<file path="src/rtl/fpu_instr_decode.sv">
// FPU front end: unpacks and classifies both operands, validates the opcode and
// resolves IEEE special cases into an early-out result over a 2-stage pipeline.
module fpu_instr_decode #(
    parameter int unsigned EXP_W     = 8,
    parameter int unsigned MAN_W     = 23,
    parameter bit          DENORM_EN = 1'b1
) (
    input  logic                     clk,
    input  logic                     rst,
    input  logic                     in_valid,
    output logic                     in_ready,
    input  logic [2:0]               in_op,
    input  logic [1:0]               in_rmode,
    input  logic [EXP_W+MAN_W:0]     in_opa,
    input  logic [EXP_W+MAN_W:0]     in_opb,
    output logic                     out_valid,
    input  logic                     out_ready,
    output logic [2:0]               out_op,
    output logic [1:0]               out_rmode,
    output logic                     out_sign_a,
    output logic                     out_sign_b,
    output logic [EXP_W-1:0]         out_exp_a,
    output logic [EXP_W-1:0]         out_exp_b,
    output logic [MAN_W:0]           out_man_a,
    output logic [MAN_W:0]           out_man_b,
    output logic [2:0]               out_class_a,
    output logic [2:0]               out_class_b,
    output logic                     out_special,
    output logic [EXP_W+MAN_W:0]     out_result,
    output logic [2:0]               out_flags
);

    localparam int unsigned W = 1 + EXP_W + MAN_W;

    localparam logic [2:0] C_ZERO = 3'd0;
    localparam logic [2:0] C_SUB  = 3'd1;
    localparam logic [2:0] C_NORM = 3'd2;
    localparam logic [2:0] C_INF  = 3'd3;
    localparam logic [2:0] C_QNAN = 3'd4;
    localparam logic [2:0] C_SNAN = 3'd5;

    localparam logic [2:0] OP_ADD = 3'd0;
    localparam logic [2:0] OP_SUB = 3'd1;
    localparam logic [2:0] OP_MUL = 3'd2;
    localparam logic [2:0] OP_DIV = 3'd3;

    localparam logic [W-1:0] QNAN = {1'b0, {EXP_W{1'b1}}, 1'b1, {(MAN_W-1){1'b0}}};

    function automatic logic [2:0] classify(input logic [EXP_W-1:0] e, input logic [MAN_W-1:0] m);
        if (e == '0)
            classify = (m == '0 || !DENORM_EN) ? C_ZERO : C_SUB;
        else if (&e)
            classify = (m == '0) ? C_INF : (m[MAN_W-1] ? C_QNAN : C_SNAN);
        else
            classify = C_NORM;
    endfunction

    function automatic logic [EXP_W-1:0] eff_exp(input logic [2:0] c, input logic [EXP_W-1:0] e);
        eff_exp = (c == C_SUB) ? EXP_W'(1) : e;
    endfunction

    // Hidden bit only for normals; flushed subnormals lose their fraction.
    function automatic logic [MAN_W:0] eff_man(input logic [2:0] c, input logic [MAN_W-1:0] m);
        eff_man = {c == C_NORM, (c == C_ZERO) ? MAN_W'(0) : m};
    endfunction

    function automatic logic [W-1:0] inf_val(input logic s);
        inf_val = {s, {EXP_W{1'b1}}, {MAN_W{1'b0}}};
    endfunction

    logic                 v1_q, v1_d, v2_q, v2_d;
    logic [2:0]           op1_q, op1_d, op2_q, op2_d;
    logic [1:0]           rm1_q, rm1_d, rm2_q, rm2_d;
    logic                 sa1_q, sa1_d, sb1_q, sb1_d, sa2_q, sa2_d, sb2_q, sb2_d;
    logic [EXP_W-1:0]     ea1_q, ea1_d, eb1_q, eb1_d, ea2_q, ea2_d, eb2_q, eb2_d;
    logic [MAN_W:0]       ma1_q, ma1_d, mb1_q, mb1_d, ma2_q, ma2_d, mb2_q, mb2_d;
    logic [2:0]           ca1_q, ca1_d, cb1_q, cb1_d, ca2_q, ca2_d, cb2_q, cb2_d;
    logic                 sp2_q, sp2_d;
    logic [W-1:0]         res2_q, res2_d;
    logic [2:0]           flg2_q, flg2_d;

    logic                 adv1, adv2;
    logic [2:0]           cls_a_c, cls_b_c;
    logic                 spec_c;
    logic [W-1:0]         res_c;
    logic [2:0]           flg_c;

    assign adv2     = !v2_q || out_ready;
    assign adv1     = !v1_q || adv2;
    assign in_ready = adv1;

    assign cls_a_c = classify(in_opa[W-2:MAN_W], in_opa[MAN_W-1:0]);
    assign cls_b_c = classify(in_opb[W-2:MAN_W], in_opb[MAN_W-1:0]);

    // Special-case resolution on the S1 contents; sb1_q is already the effective sign of B.
    always_comb begin
        logic nan_a, nan_b, inf_a, inf_b, zero_a, zero_b, sx;
        spec_c = 1'b0;
        res_c  = '0;
        flg_c  = '0;
        nan_a  = (ca1_q == C_QNAN) || (ca1_q == C_SNAN);
        nan_b  = (cb1_q == C_QNAN) || (cb1_q == C_SNAN);
        inf_a  = (ca1_q == C_INF);
        inf_b  = (cb1_q == C_INF);
        zero_a = (ca1_q == C_ZERO);
        zero_b = (cb1_q == C_ZERO);
        sx     = sa1_q ^ sb1_q;
        if (op1_q[2]) begin
            spec_c = 1'b1; res_c = QNAN; flg_c[2] = 1'b1;
        end else if (nan_a || nan_b) begin
            spec_c = 1'b1; res_c = QNAN;
            flg_c[0] = (ca1_q == C_SNAN) || (cb1_q == C_SNAN);
        end else begin
            case (op1_q)
                OP_ADD, OP_SUB: begin
                    if (inf_a && inf_b && (sa1_q != sb1_q)) begin
                        spec_c = 1'b1; res_c = QNAN; flg_c[0] = 1'b1;
                    end else if (inf_a) begin
                        spec_c = 1'b1; res_c = inf_val(sa1_q);
                    end else if (inf_b) begin
                        spec_c = 1'b1; res_c = inf_val(sb1_q);
                    end
                end
                OP_MUL: begin
                    if ((zero_a && inf_b) || (inf_a && zero_b)) begin
                        spec_c = 1'b1; res_c = QNAN; flg_c[0] = 1'b1;
                    end else if (inf_a || inf_b) begin
                        spec_c = 1'b1; res_c = inf_val(sx);
                    end else if (zero_a || zero_b) begin
                        spec_c = 1'b1; res_c = {sx, {(W-1){1'b0}}};
                    end
                end
                OP_DIV: begin
                    if ((zero_a && zero_b) || (inf_a && inf_b)) begin
                        spec_c = 1'b1; res_c = QNAN; flg_c[0] = 1'b1;
                    end else if (zero_b && !inf_a) begin
                        spec_c = 1'b1; res_c = inf_val(sx); flg_c[1] = 1'b1;
                    end else if (inf_a) begin
                        spec_c = 1'b1; res_c = inf_val(sx);
                    end else if (zero_a || inf_b) begin
                        spec_c = 1'b1; res_c = {sx, {(W-1){1'b0}}};
                    end
                end
                default: ;
            endcase
        end
    end

    // Stage next-state: each stage holds unless it advances.
    always_comb begin
        v1_d = v1_q; op1_d = op1_q; rm1_d = rm1_q; sa1_d = sa1_q; sb1_d = sb1_q;
        ea1_d = ea1_q; eb1_d = eb1_q; ma1_d = ma1_q; mb1_d = mb1_q; ca1_d = ca1_q; cb1_d = cb1_q;
        v2_d = v2_q; op2_d = op2_q; rm2_d = rm2_q; sa2_d = sa2_q; sb2_d = sb2_q;
        ea2_d = ea2_q; eb2_d = eb2_q; ma2_d = ma2_q; mb2_d = mb2_q; ca2_d = ca2_q; cb2_d = cb2_q;
        sp2_d = sp2_q; res2_d = res2_q; flg2_d = flg2_q;
        if (adv1) begin
            v1_d = in_valid;
            if (in_valid) begin
                op1_d = in_op;
                rm1_d = in_rmode;
                sa1_d = in_opa[W-1];
                sb1_d = in_opb[W-1] ^ (in_op == OP_SUB);
                ca1_d = cls_a_c;
                cb1_d = cls_b_c;
                ea1_d = eff_exp(cls_a_c, in_opa[W-2:MAN_W]);
                eb1_d = eff_exp(cls_b_c, in_opb[W-2:MAN_W]);
                ma1_d = eff_man(cls_a_c, in_opa[MAN_W-1:0]);
                mb1_d = eff_man(cls_b_c, in_opb[MAN_W-1:0]);
            end
        end
        if (adv2) begin
            v2_d = v1_q;
            if (v1_q) begin
                op2_d = op1_q; rm2_d = rm1_q; sa2_d = sa1_q; sb2_d = sb1_q;
                ea2_d = ea1_q; eb2_d = eb1_q; ma2_d = ma1_q; mb2_d = mb1_q;
                ca2_d = ca1_q; cb2_d = cb1_q;
                sp2_d = spec_c; res2_d = res_c; flg2_d = flg_c;
            end
        end
    end

    always_ff @(posedge clk or posedge rst) begin
        if (rst) begin
            v1_q <= 1'b0; op1_q <= '0; rm1_q <= '0; sa1_q <= 1'b0; sb1_q <= 1'b0;
            ea1_q <= '0; eb1_q <= '0; ma1_q <= '0; mb1_q <= '0; ca1_q <= '0; cb1_q <= '0;
            v2_q <= 1'b0; op2_q <= '0; rm2_q <= '0; sa2_q <= 1'b0; sb2_q <= 1'b0;
            ea2_q <= '0; eb2_q <= '0; ma2_q <= '0; mb2_q <= '0; ca2_q <= '0; cb2_q <= '0;
            sp2_q <= 1'b0; res2_q <= '0; flg2_q <= '0;
        end else begin
            v1_q <= v1_d; op1_q <= op1_d; rm1_q <= rm1_d; sa1_q <= sa1_d; sb1_q <= sb1_d;
            ea1_q <= ea1_d; eb1_q <= eb1_d; ma1_q <= ma1_d; mb1_q <= mb1_d; ca1_q <= ca1_d; cb1_q <= cb1_d;
            v2_q <= v2_d; op2_q <= op2_d; rm2_q <= rm2_d; sa2_q <= sa2_d; sb2_q <= sb2_d;
            ea2_q <= ea2_d; eb2_q <= eb2_d; ma2_q <= ma2_d; mb2_q <= mb2_d; ca2_q <= ca2_d; cb2_q <= cb2_d;
            sp2_q <= sp2_d; res2_q <= res2_d; flg2_q <= flg2_d;
        end
    end

    assign out_valid   = v2_q;
    assign out_op      = op2_q;
    assign out_rmode   = rm2_q;
    assign out_sign_a  = sa2_q;
    assign out_sign_b  = sb2_q;
    assign out_exp_a   = ea2_q;
    assign out_exp_b   = eb2_q;
    assign out_man_a   = ma2_q;
    assign out_man_b   = mb2_q;
    assign out_class_a = ca2_q;
    assign out_class_b = cb2_q;
    assign out_special = sp2_q;
    assign out_result  = res2_q;
    assign out_flags   = flg2_q;

endmodule

</file>
<file path="config.mk">
export PLATFORM = sky130hd
export DESIGN_NAME = fpu_instr_decode
export DESIGN_NICKNAME = d
export VERILOG_FILES = /design/src/rtl/fpu_instr_decode.sv
export SDC_FILE = /design/constraint.sdc
export NUM_CORES = 1
export LEC_CHECK = 0
export ABC_CLOCK_PERIOD_IN_PS = 5300
export CORE_ASPECT_RATIO = 1.5
export CORE_MARGIN = 3
export CORE_UTILIZATION = 40
export DETAILED_ROUTE_END_ITERATION = 8
export PLACE_DENSITY = 0.66
export SYNTH_ARGS = -nofsm -noshare
export SYNTH_HDL_FRONTEND = slang
export SYNTH_SLANG_ARGS = --single-unit
</file>
<file path="constraint.sdc">
create_clock -name clk -period 5.3 [get_ports clk]
set_clock_uncertainty 0.05 [all_clocks]
set_input_delay 0.53 -clock clk [delete_from_list [all_inputs] [get_ports clk]]
set_output_delay 0.53 -clock clk [all_outputs]
set_load 0.1 [all_outputs]
</file>
# [Yosys cells after proc, flatten, opt, wreduce, memory -nomap -nowiden]
# Index checks and enable logic that the tools add are counted.
[classes] bitwise_logic=2 muxes=51 eq_ne=15 n_reduce_logical=34
[op_table] op="$mux 32" n=12
[op_table] op="$pmux 32 s3" n=1
[op_table] op="$logic_not 23->1" n=2
[op_table] op="$mux 23" n=2
[op_table] op="$mux 1" n=25
[op_table] op="$eq 3x2->1 const B" n=6
[op_table] op="$mux 3" n=6
[op_table] op="$logic_not 8->1" n=2
[op_table] op="$mux 8" n=2
[op_table] op="$reduce_and 8->1" n=2
[op_table] op="$logic_not 3->1" n=5
[op_table] op="$eq 3x1->1 const B" n=4
[op_table] op="$eq 3x3->1 const B" n=4
[op_table] op="$logic_or 1x1->1" n=11
[op_table] op="$logic_and 1x1->1" n=6
[op_table] op="$pmux 1 s3" n=2
[op_table] op="$reduce_and 2->1" n=2
[op_table] op="$logic_not 1->1" n=3
[op_table] op="$mux 2" n=1
[op_table] op="$reduce_or 2->1" n=1
[op_table] op="$xor 1x1->1" n=2
[op_table] op="$ne 1x1->1" n=1
[totals] output_inout_bits=115 ff_bits=192 inputBits=73 word_cells=127

# [Logic depth before layout (Yosys ltp)]
# Gate-level depths: netlist of run 1.
[logic_depth] ltp_word=9 ltp_mapped=7 ltp_nobuf=4

# [Least setup slack after synthesis of run 1]
# OpenSTA, ideal clock, no wires.
[synth_path] kind="register to register" from="register v2_q (netlist: out_valid)" to="register ea1_q[1]" setup_ns=0.117 synth_period_minus_slack_ns=3.054 required_ns=5.133 stages_incl_launch_ff=7 t_arrival_ns=2.888 path_buffers=2 setup_slack_ns=2.246 cell_sequence="dfrtp_1 -> nand3b_1 -> and2_1 -> buf_2 -> buf_2 -> nand2_1 -> nand2_1"
[synth_between] elab_chain_cells=4
[synth_rtl] element="start: declaration" line="71" text="logic v1_q, v1_d, v2_q, v2_d;"
[synth_rtl] element="start signal: assignment" line="186" text="v2_q <= 1'b0; op2_q <= '0; rm2_q <= '0; sa2_q <= 1'b0; sb2_q <= 1'b0;"
[synth_rtl] element="start signal: assignment" line="192" text="v2_q <= v2_d; op2_q <= op2_d; rm2_q <= rm2_d; sa2_q <= sa2_d; sb2_q <= sb2_d;"
[synth_rtl] element="$logic_not 1->1" line="88" text="assign adv2 = !v2_q || out_ready;"
[synth_rtl] element="$logic_or 1x1->1" line="88"
[synth_rtl] element="$logic_or 1x1->1" line="89" text="assign adv1 = !v1_q || adv2;"
[synth_rtl] element="net in_ready" line="11" text="output logic in_ready,"
[synth_rtl] element="$reduce_and 2->1 (no source line)"
[synth_rtl] element="end signal: assignment" line="185" text="ea1_q <= '0; eb1_q <= '0; ma1_q <= '0; mb1_q <= '0; ca1_q <= '0; cb1_q <= '0;"
[synth_rtl] element="end signal: assignment" line="191" text="ea1_q <= ea1_d; eb1_q <= eb1_d; ma1_q <= ma1_d; mb1_q <= mb1_d; ca1_q <= ca1_d; cb1_q <= cb1_d;"
[synth_rtl] element="end: declaration" line="75" text="logic [EXP_W-1:0] ea1_q, ea1_d, eb1_q, eb1_d, ea2_q, ea2_d, eb2_q, eb2_d;"
# The timed path passes the listed nets, and every way through them passes these cells.
# A chain may end at the register's enable or synchronous reset.

# [Final worst setup path of run 1]
[layout_path] from="input out_ready" to="output in_ready"
[layout_between] elab_chain_cells=2
[layout_rtl] element="start: declaration" line="17" text="input logic out_ready,"
[layout_rtl] element="$logic_or 1x1->1" line="88"
[layout_rtl] element="$logic_or 1x1->1" line="89"
[layout_rtl] element="end: declaration" line="11"
# No other way between the ends.

==> run metrics, run 1 <==
CP Capture Point in_ready; post-synthesis mux area share less than 1%; antenna viol nets, final 0; DP HPWL around 12 mm; Sequential Power Share around 34%; switch share 44.15%; Post-CTS Hold Buffers 0; Synth Area in Compound Gates roughly 3.6%; Crit path max-delay family buffers and inverters; net switching power figure ~2.1 mW; crit path max-delay cell type clkdlybuf4s50_1; Post-synth EDFFs 0; power per standard cell area ~510 nW/µm²; crit-path most repeated cell clkdlybuf4s50_1; IO Port Bufs 165; Final Cycle Share roughly 55%; drt drc 0; total CTS buffers 17; cell area after layout slightly above 9000 µm²; Clock Pin Slew Worst Setup and Hold Paths 0.07 ns; synthesized area just under 7000 µm²; DR vias/cell around 4.8; ratio of cells with drive above 1 in the final layout about 5.7%; Finish-stage setup viols 0; # diodes 0; Reg2Reg Setup Slack just over 3 ns; GRT Resource Usage Total between 10% and 20%; worst skew pair latency approximately 0.42 ns; initial DRC count 327; Area Growth Syn to Fin 32.51%; Die Wd about 110 µm; P_leak between 4 and 5 nW; wire per inst about 15 µm; Worst EP arrival 2.34 ns; unrepaired setup endpoints after global routing false; Worst slew margin about 27%; Util after Layout a little over half; largest family of logic cells by synthesized area simple AND/OR/NAND/NOR gates; H-tree levels 4; Crit path depth 3; postcts setup bufs 0; Core Region 16840 µm²; Synth top area share between 50% and 60%; Simple-Gate Fraction of Synth Area a little under a third; Synth warnings 0; flops & latches, synth 162; # nets final 994; ys async rst share 100.0%; number of max-cap violations 0; CP endpoint kind output pin; first-pass GRT wire length ~29 mm; die area approximately 19000 µm²; status complete, no violations; Critical path buffers and inverters 2; io pins between 150 and 200; CP startpoint out_ready; total grt overflow 0; drt pass-1 iters 4; Adder-Cell Fraction of Synth Area 0%; Slew Limit Fails 0; Fin. Hold Viols 0; largest net degree at the start of global routing 94; Post-Synth XOR/XNOR Area less than 1%; max incr delay on CP around 1.2 ns; fin crit period a little under 3 ns; reg2reg start v1_q$_DFFE_PP0N_; Initial Util 40.83%; Most used DFF post-synth dfrtp_1; vias about 5400; antenna violations before repair 0; Seq/Total Area, Yosys about three fifths; FF-to-FF End ca1_q[1]$_DFFE_PP0P_; Comb power frac about two fifths; DP Area between 8000 and 9000 µm²; Syn Inst Count 782; Worst Path Class, Setup input pin to output pin; Int Pwr 2.617 mW; Mean Syn Cell Area about 9 µm²; cell taking the most area after synthesis dfrtp_1; Peak Freq approximately 0.34 GHz; FP Rows just under 60; pre-CTS setup slack about 2.4 ns; WL final around 18 mm; clock power share 28.0%; worst slew pin tran ~1.1 ns; Cell variety after synth 46; maximum vdd drop slightly below 0.0003 V; Synth area leaders dfrtp_1 59%, nand2_1 24%, buf_4 3.4%; CTS Buffer Depth 2; vias in the first global route ~5500; Crit Path Max Fanout 4; Worst R2R Path Depth 5; Root Buffer clkbuf_16; critical-path cell list clkdlybuf4s50_1, nand3b_1, clkdlybuf4s50_1; post-cts sizing count 0; Hold Path Class register to register; Setup WS post-layout between 2 and 2.5 ns; clock tree from TritonCTS done; fill count between 1500 and 2000; Total Neg Setup Slack 0 ns; CTS Sinks 162; crit path launch type input pin; routability congestion estimate from global placement approximately 0.8; Chip Height between 150 and 200 µm; Worst Path Required 4.72 ns
-- layout make-up --
class                   count  area (µm²)  area share [%]
well taps                 210       262.8           2.885
multi-input cells         568        2465           27.06
inverters                   3       16.27          0.1786
clock buffers              17       425.4           4.670
clock inverters            14       203.9           2.239
flip-flops and latches    162        4054           44.51
repair buffers            169        1682           18.46
-- how the worst min path moves through the flow --
| stage | start | to | slack [ns] | depth (start not counted) |
|---|---|---|---|---|
| floorplan | ea1_q[1]$_DFFE_PP0P_ | out_exp_a[1]$_DFFE_PP0P_ | 0.39 | 2 |
| finish | ma1_q[2]$_DFFE_PP0P_ | out_man_a[2]$_DFFE_PP0P_ | 0.41 | 2 |
| detailed placement | ea1_q[7]$_DFFE_PP0P_ | out_exp_a[7]$_DFFE_PP0P_ | 0.41 | 2 |
| global placement | ma1_q[4]$_DFFE_PP0P_ | out_man_a[4]$_DFFE_PP0P_ | 0.39 | 2 |
| CTS | ea1_q[7]$_DFFE_PP0P_ | out_exp_a[7]$_DFFE_PP0P_ | 0.42 | 2 |
| global route | eb1_q[0]$_DFFE_PP0P_ | out_exp_b[0]$_DFFE_PP0P_ | 0.44 | 2 |
-- cells in the mapped netlist (3+ instances only) --
cell type	instances
nand2_1	440
dfrtp_1	162
buf_4	31
buf_2	22
nor2_1	13
nor4_1	10
o21ai_0	10
clkbuf_1	9
nand4_1	6
nor3_1	6
a21oi_1	5
o21ai_1	5
buf_1	4
buf_6	4
xor2_1	4
a31oi_1	3
and2_1	3
inv_1	3
nand2b_1	3
nand3b_1	3
o211ai_1	3
or3_1	3
-- layout by cell type, fill, tap and decap left out, types with 5 or more instances in the layout --
| cell | n |
|---|---|
| nand2_1 | 438 |
| clkdlybuf4s50_1 | 165 |
| dfrtp_1 | 162 |
| conb_1 | 22 |
| clkbuf_16 | 17 |
| nor2_1 | 13 |
| nor4_1 | 10 |
| o21ai_0 | 10 |
| nor3_1 | 6 |
| nand4_1 | 6 |
| o21ai_1 | 5 |
| a21oi_1 | 5 |
-- sequential cells by signal (all words and copies together), names as in the netlist, 2 cells and up --
signal	flops
ca1_q	3
ea1_q	8
out_rmode	2
ma1_q	24
out_man_a	24
out_exp_a	8
op1_q	3
rm1_q	2
out_result	3
eb1_q	8
out_class_b	3
out_man_b	24
mb1_q	24
cb1_q	3
out_flags	2
out_class_a	3
out_op	3
out_exp_b	8
-- through the flow --
step | cells | total power, mW | hold slack, ns
2_1_floorplan | 803 | 2.982 | 0.3886
3_3_place_gp | 1112 | 3.392 | 0.3924
3_5_place_dp | 1112 | 3.406 | 0.4059
4_1_cts | 1143 | 4.728 | 0.4191
5_1_grt | 1143 | 4.872 | 0.4359
6_report | 1143 | 4.687 | 0.4136
-- layer usage --
metal | share of wire, % | up-vias | GRT usage, %
li1 | - | 2685 | -
met1 | 41 | 2619 | 23.99
met2 | 53 | 125 | 33.02
met3 | 4.0 | 20 | 3.708
met4 | 2.4 | 0 | 7.270
met5 | 0 | - | 0
-- worst reg2reg max path: stages (launching register included) --
cell      delay [ns]
dfrtp_1         0.44
nand3b_1        0.18
nand2_2         0.72
buf_4           0.49
nor2_1          0.10
a22o_1          0.18
-- kinds of logic after synthesis --
group,count (synthesis)
buffers and inverters,73
other,1
DFF,162
xor gates and xnor gates,4
muxes,1
and+or+nand+nor,503
AOI/OAI and AO/OA,38
-- power by group through the flow --
stage / Sequential, mW / Combinational [mW] / Clock [mW]
detailed placement: 1.59 / 1.82 / 0
CTS: 1.57 / 1.82 / 1.34
global placement: 1.59 / 1.80 / 0
floorplan: 2.47 / 0.515 / 0
finish: 1.57 / 1.80 / 1.31
global route: 1.60 / 1.88 / 1.39
Note: power is estimated with default switching activity, not from simulation.
==> run 2, diff against run 1 <==
ABC_CLOCK_PERIOD_IN_PS = 2900   (was 5300)
clock period = 2.9 ns   (was 5.3 ns; I/O delays follow)
==> run metrics, run 2 (same netlist as run 1, synthesis figures left out) <==
status complete, no violations; Final Cycle Share 63.44%; CTS Buffer Depth 2 (unchanged); Worst slew margin 60.08% (+33 points); wire per inst 15.29 µm (-1.3%); met3 Use GR 4.944% (+1.2 points); vias 5513 (+1.2%); Crit Path Max Fanout 3 (-1); antenna violations before repair 0 (unchanged); GRT Resource Usage Total 18.90% (-0.38 points); H-tree levels 4 (unchanged); sequential cell area 4055 µm² (about the same); CP endpoint kind register; total grt overflow 0 (unchanged); clock tree from TritonCTS done; worst slew pin tran 0.5933 ns (-0.5005 ns); # diodes 0 (unchanged); Worst Path Class, Setup input pin to register; Fin. Hold Viols 0 (unchanged); Worst Path Required 3.11 ns (-1.61 ns); DP HPWL 12.73 mm (+6.6%); drt pass-1 iters 4 (unchanged); # nets final 1005 (+1.1%); Clock Pin Slew Worst Setup and Hold Paths 0.07 ns (about the same); Core Region 16840 µm² (unchanged); reg2reg start v1_q$_DFFE_PP0N_; number of max-cap violations 0 (unchanged); fin crit period between 1.5 and 2 ns; Global Route met1 Usage 21.47% (-2.5 points); antenna viol nets, final 0 (unchanged); most used routing layer met2; io pins 188 (unchanged); Initial Util 40.83% (unchanged); unrepaired setup endpoints after global routing false; postcts setup bufs 0 (unchanged); Root Buffer clkbuf_16; CP Capture Point ca1_q[0]$_DFFE_PP0P_; commonest non-fill, non-tap cell in the layout nand2_1; most frequent cells in the layout 438 x nand2_1, 161 x dfrtp_1, 104 x buf_4, 72 x clkdlybuf4s50_1, 22 x conb_1; Worst R2R Path Depth 5 (unchanged); Die Wd 113.0 µm (unchanged); Worst EP arrival 2.05 ns (-0.29 ns); ratio of cells with drive above 1 in the final layout 16.72% (+11 points); drt drc 0 (unchanged); P_leak 4.631 nW (+3.7%); Chip Height 166.6 µm (unchanged); power per standard cell area 930.5 nW/µm² (+81%); met2 GRT Util 33.08% (+0.052 points); Post-CTS Hold Buffers 0 (unchanged); worst skew pair latency 0.41 ns (about the same); Hold Path Class input pin to async pin; maximum vdd drop 0.0007020 V (+140%); initial DRC count 247 (-24%); first-pass GRT wire length 28.14 mm (-2.3%); CTS Sinks 162 (unchanged); die area 18830 µm² (unchanged); CP startpoint in_opa[22]; fill count 1619 (+1.5%); vias in the first global route 5541 (+0.31%); crit path launch type input pin; WL final 17.66 mm (-0.25%); largest net degree at the start of global routing 63 (-33%); Total Neg Setup Slack 0 ns (unchanged); Area Growth Syn to Fin 30.56%; post-cts sizing count 0 (unchanged); FP Rows 58 (unchanged); routability congestion estimate from global placement 0.8204 (+0.65%); Multi-input gate area 2465 µm² (unchanged); final total power 8.351 mW (+78%); IO Port Bufs 165 (unchanged); total CTS buffers 17 (unchanged); Finish-stage setup viols 0 (unchanged); Peak Freq approximately 0.54 GHz; FF-to-FF End mb1_q[4]$_DFFE_PP0P_; Reg2Reg Setup Slack 1.15 ns (-1.87 ns); DR vias/cell 4.773 (+0.12%); Slew Limit Fails 0 (unchanged)
==> run 2: changes by cell type in the layout (fill, tap and decap cells not counted), sizes merged <==
cell and delta:
buf +104, clkdlybuf4s50 -93, bufinv -2, clkbuf +2
clkinv +1, clkinvlp +1, inv -1
==> run 2: report_power, final <==
group	total [mW]	switching, mW	internal [mW]
logic	3.22	2.59	0.637
registers	2.88	0.256	2.63
clock network	2.25	0.938	1.31
total	8.35	3.78	4.57
==> run 2: worst max-delay path, stage by stage <==
cell and delay, ns:
clkdlybuf4s50_1 0.56, nor4_1 0.52, buf_4 0.22, nand4_1 0.10, o21ai_1 0.24, a31oi_1 0.12
==> run 2: how the worst min path moves through the flow <==
stage                     slack, ns                        to                  from
after CTS                      0.18  out_rmode[1]$_DFFE_PP0P_                   rst
after global routing           0.20  out_man_a[5]$_DFFE_PP0P_                   rst
after detailed placement       0.40  out_exp_a[7]$_DFFE_PP0P_  ea1_q[7]$_DFFE_PP0P_
after floorplan                0.35      ea1_q[1]$_DFFE_PP0P_            in_opa[24]
after global placement         0.40  out_man_b[7]$_DFFE_PP0P_  mb1_q[7]$_DFFE_PP0P_
final                          0.18  out_man_a[5]$_DFFE_PP0P_                   rst
==> run 2: through the flow <==
step                setup WS, ns  hold slack, ns  utilization (%)  instances  cell area [µm²]
finish                     1.060          0.1821            53.31       1155             8975
global route               1.009          0.2035            53.31       1155             8975
CTS                        1.019          0.1833            53.31       1155             8975
detailed placement        0.6078          0.4001            49.77       1123             8379
global placement          0.6176          0.3975            49.77       1123             8379
floorplan                 0.2421          0.3454                -        803             6958
==> run 2: area by class of cell <==
class / instances / share of cell area, %
flip-flops and latches: 162 / 45.18
multi-input cells: 568 / 27.46
repair buffers: 180 / 17.62
clock buffers: 19 / 4.935
well taps: 210 / 2.928
clock inverters: 13 / 1.701
inverters: 3 / 0.1673
==> run 2: per-layer routing <==
metal  up-vias  share of wire, %
li1       2712                 -
met1      2621                39
met2       147                52
met3        33               5.3
met4         0               3.6
met5         -                 0
==> run 3, diff against run 2 <==
ABC_CLOCK_PERIOD_IN_PS = 1600   (was 2900)
PLACE_DENSITY = 0.69   (was 0.66)
clock period = 1.6 ns   (was 2.9 ns; I/O delays follow)
==> run metrics, run 3 (same netlist as run 1, synthesis figures left out) <==
Post-CTS Hold Buffers 0 (unchanged); Area Growth Syn to Fin 54.95%; Worst EP arrival 1.34 ns (-0.71 ns); DP HPWL 13.24 mm (+3.9%); drt drc 0 (unchanged); CTS Sinks 162 (unchanged); DP Area 10060 µm² (+20%); switch share 43.26% (-2.0 points); cell area after layout 10650 µm² (+19%); Finish-stage setup viols 0 (unchanged); vias 5790 (+5.0%); IO Port Bufs 165 (unchanged); total grt overflow 0 (unchanged); worst slew pin tran 0.5278 ns (-0.06547 ns); Hold Slack 0.08159 ns (-0.1005 ns); WL final 17.93 mm (+1.5%); drt pass-1 iters 5 (+1); wire per inst 14.80 µm (-3.2%); die area 18830 µm² (unchanged); CP endpoint kind output pin; total CTS buffers 17 (unchanged); DR vias/cell 4.777 (about the same); vias in the first global route 5887 (+6.2%); GRT Resource Usage Total 19.84% (+0.95 points); io pins 188 (unchanged); fin crit period about 1.5 ns; pre-CTS setup slack -0.2972 ns (-0.9050 ns); Worst Path Required 1.39 ns (-1.72 ns); Final Cycle Share a little over nine tenths; worst skew pair latency 0.42 ns (about the same); initial DRC count 319 (+29%); antenna viol nets, final 0 (unchanged); Root Buffer clkbuf_16; maximum vdd drop 0.001033 V (+47%); Comb power frac 43.7% (+5.1 points); Sequential Power Share 32.8% (-1.7 points); largest net degree at the start of global routing 65 (+3.2%); Clock Pin Slew Worst Setup and Hold Paths 0.07 ns (about the same); final total power 16.61 mW (+99%); ratio of cells with drive above 1 in the final layout 22.26% (+5.5 points); Int Pwr 9.426 mW (+110%); Worst slew margin 64.74% (+4.7 points); H-tree levels 4 (unchanged); Crit Path Max Fanout 5 (+2); FP Rows 58 (unchanged); power per standard cell area 1559 nW/µm² (+68%); first-pass GRT wire length 29.84 mm (+6.1%); # nets final 1062 (+5.7%); fill count 1377 (-15%); Slew Limit Fails 0 (unchanged); crit path launch type register; most frequent cells in the layout 438 x nand2_1, 154 x dfrtp_1, 105 x buf_12, 72 x clkdlybuf4s50_1, 60 x buf_4; Die Wd 113.0 µm (unchanged); P_leak 5.306 nW (+15%); # diodes 0 (unchanged); net switching power figure 7.185 mW (+90%); Core Region 16840 µm² (unchanged); CTS Buffer Depth 2 (unchanged); status complete, no violations; commonest non-fill, non-tap cell in the layout nand2_1; Chip Height 166.6 µm (unchanged); antenna violations before repair 0 (unchanged); Worst Path Class, Setup register to output pin; Worst R2R Path Depth 5 (unchanged); number of max-cap violations 0 (unchanged); Hold Path Class input pin to async pin; Fin. Hold Viols 0 (unchanged); Peak Freq 0.6472 GHz; Initial Util 40.83% (unchanged); Setup WS post-layout 0.05487 ns (-1.005 ns); clock tree from TritonCTS done; routability congestion estimate from global placement 0.8690 (+5.9%); clock power share 23.6% (-3.3 points)
==> run 3: final timing paths <==
kind | from | to | slack [ns]
setup / recovery | v1_q$_DFFE_PP0N_ | in_ready | 0.05
hold / removal | rst | out_man_b[7]$_DFFE_PP0P_ | 0.08
setup reg to reg | cb1_q[1]$_DFFE_PP0P_ | out_result[22]$_DFFE_PP0P_ | 0.11
hold reg to reg | mb1_q[11]$_DFFE_PP0P_ | out_man_b[11]$_DFFE_PP0P_ | 0.41
max in group asynchronous | rst | ca1_q[1]$_DFFE_PP0P_ | 0.87
min in group clk | in_opa[31] | sa1_q$_DFFE_PP0P_ | 0.23
==> run 3: power groups by stage <==
stage	Clock [mW]	Sequential (mW)	Combinational [mW]
4_1_cts	4.00	5.45	7.31
3_3_place_gp	0	5.49	7.24
6_report	3.91	5.44	7.26
2_1_floorplan	0	8.17	1.75
5_1_grt	4.19	5.53	7.55
3_5_place_dp	0	5.52	7.29
==> run 3: routing by layer <==
layer  up-vias  share of wire, %  global-route usage, %
met4         0               2.8                  7.165
met3        25               5.6                  5.344
met1      2784                40                  23.67
met5         -                 0                      0
li1       2824                 -                      -
met2       157                52                  34.16
==> run 3: what timing repair did <==
item | 4_1_cts | 5_1_grt
gates cloned | 0 | 0
endpoints found under the setup margin | 1 | 3
setup buffers | 0 | 2
pin swaps | 0 | 1
gates resized for setup | 1 | 5
==> run 3: area by class of cell <==
| class | count | area, µm² | share of cell area, % |
|---|---|---|---|
| clock inverters | 15 | 145.1 | 1.363 |
| repair buffers | 237 | 3273 | 30.73 |
| clock buffers | 17 | 425.4 | 3.994 |
| multi-input cells | 568 | 2466 | 23.15 |
| flip-flops and latches | 162 | 4064 | 38.15 |
| inverters | 3 | 15.01 | 0.1410 |
| well taps | 210 | 262.8 | 2.467 |
==> run 3: stage by stage <==
stage / cells / utilization [%] / TNS [ns]
floorplan: 803 / - / -186.22
global placement: 1178 / 59.74 / -1.446
detailed placement: 1178 / 59.74 / -1.525
CTS: 1210 / 63.14 / 0
global route: 1212 / 63.27 / -0.004729
finish: 1212 / 63.27 / 0
==> run 3: worst max-delay path, stage by stage (launching register included) <==
cell	delay, ns
dfrtp_2	0.45
nand3b_1	0.16
buf_4	0.15
buf_12	0.16
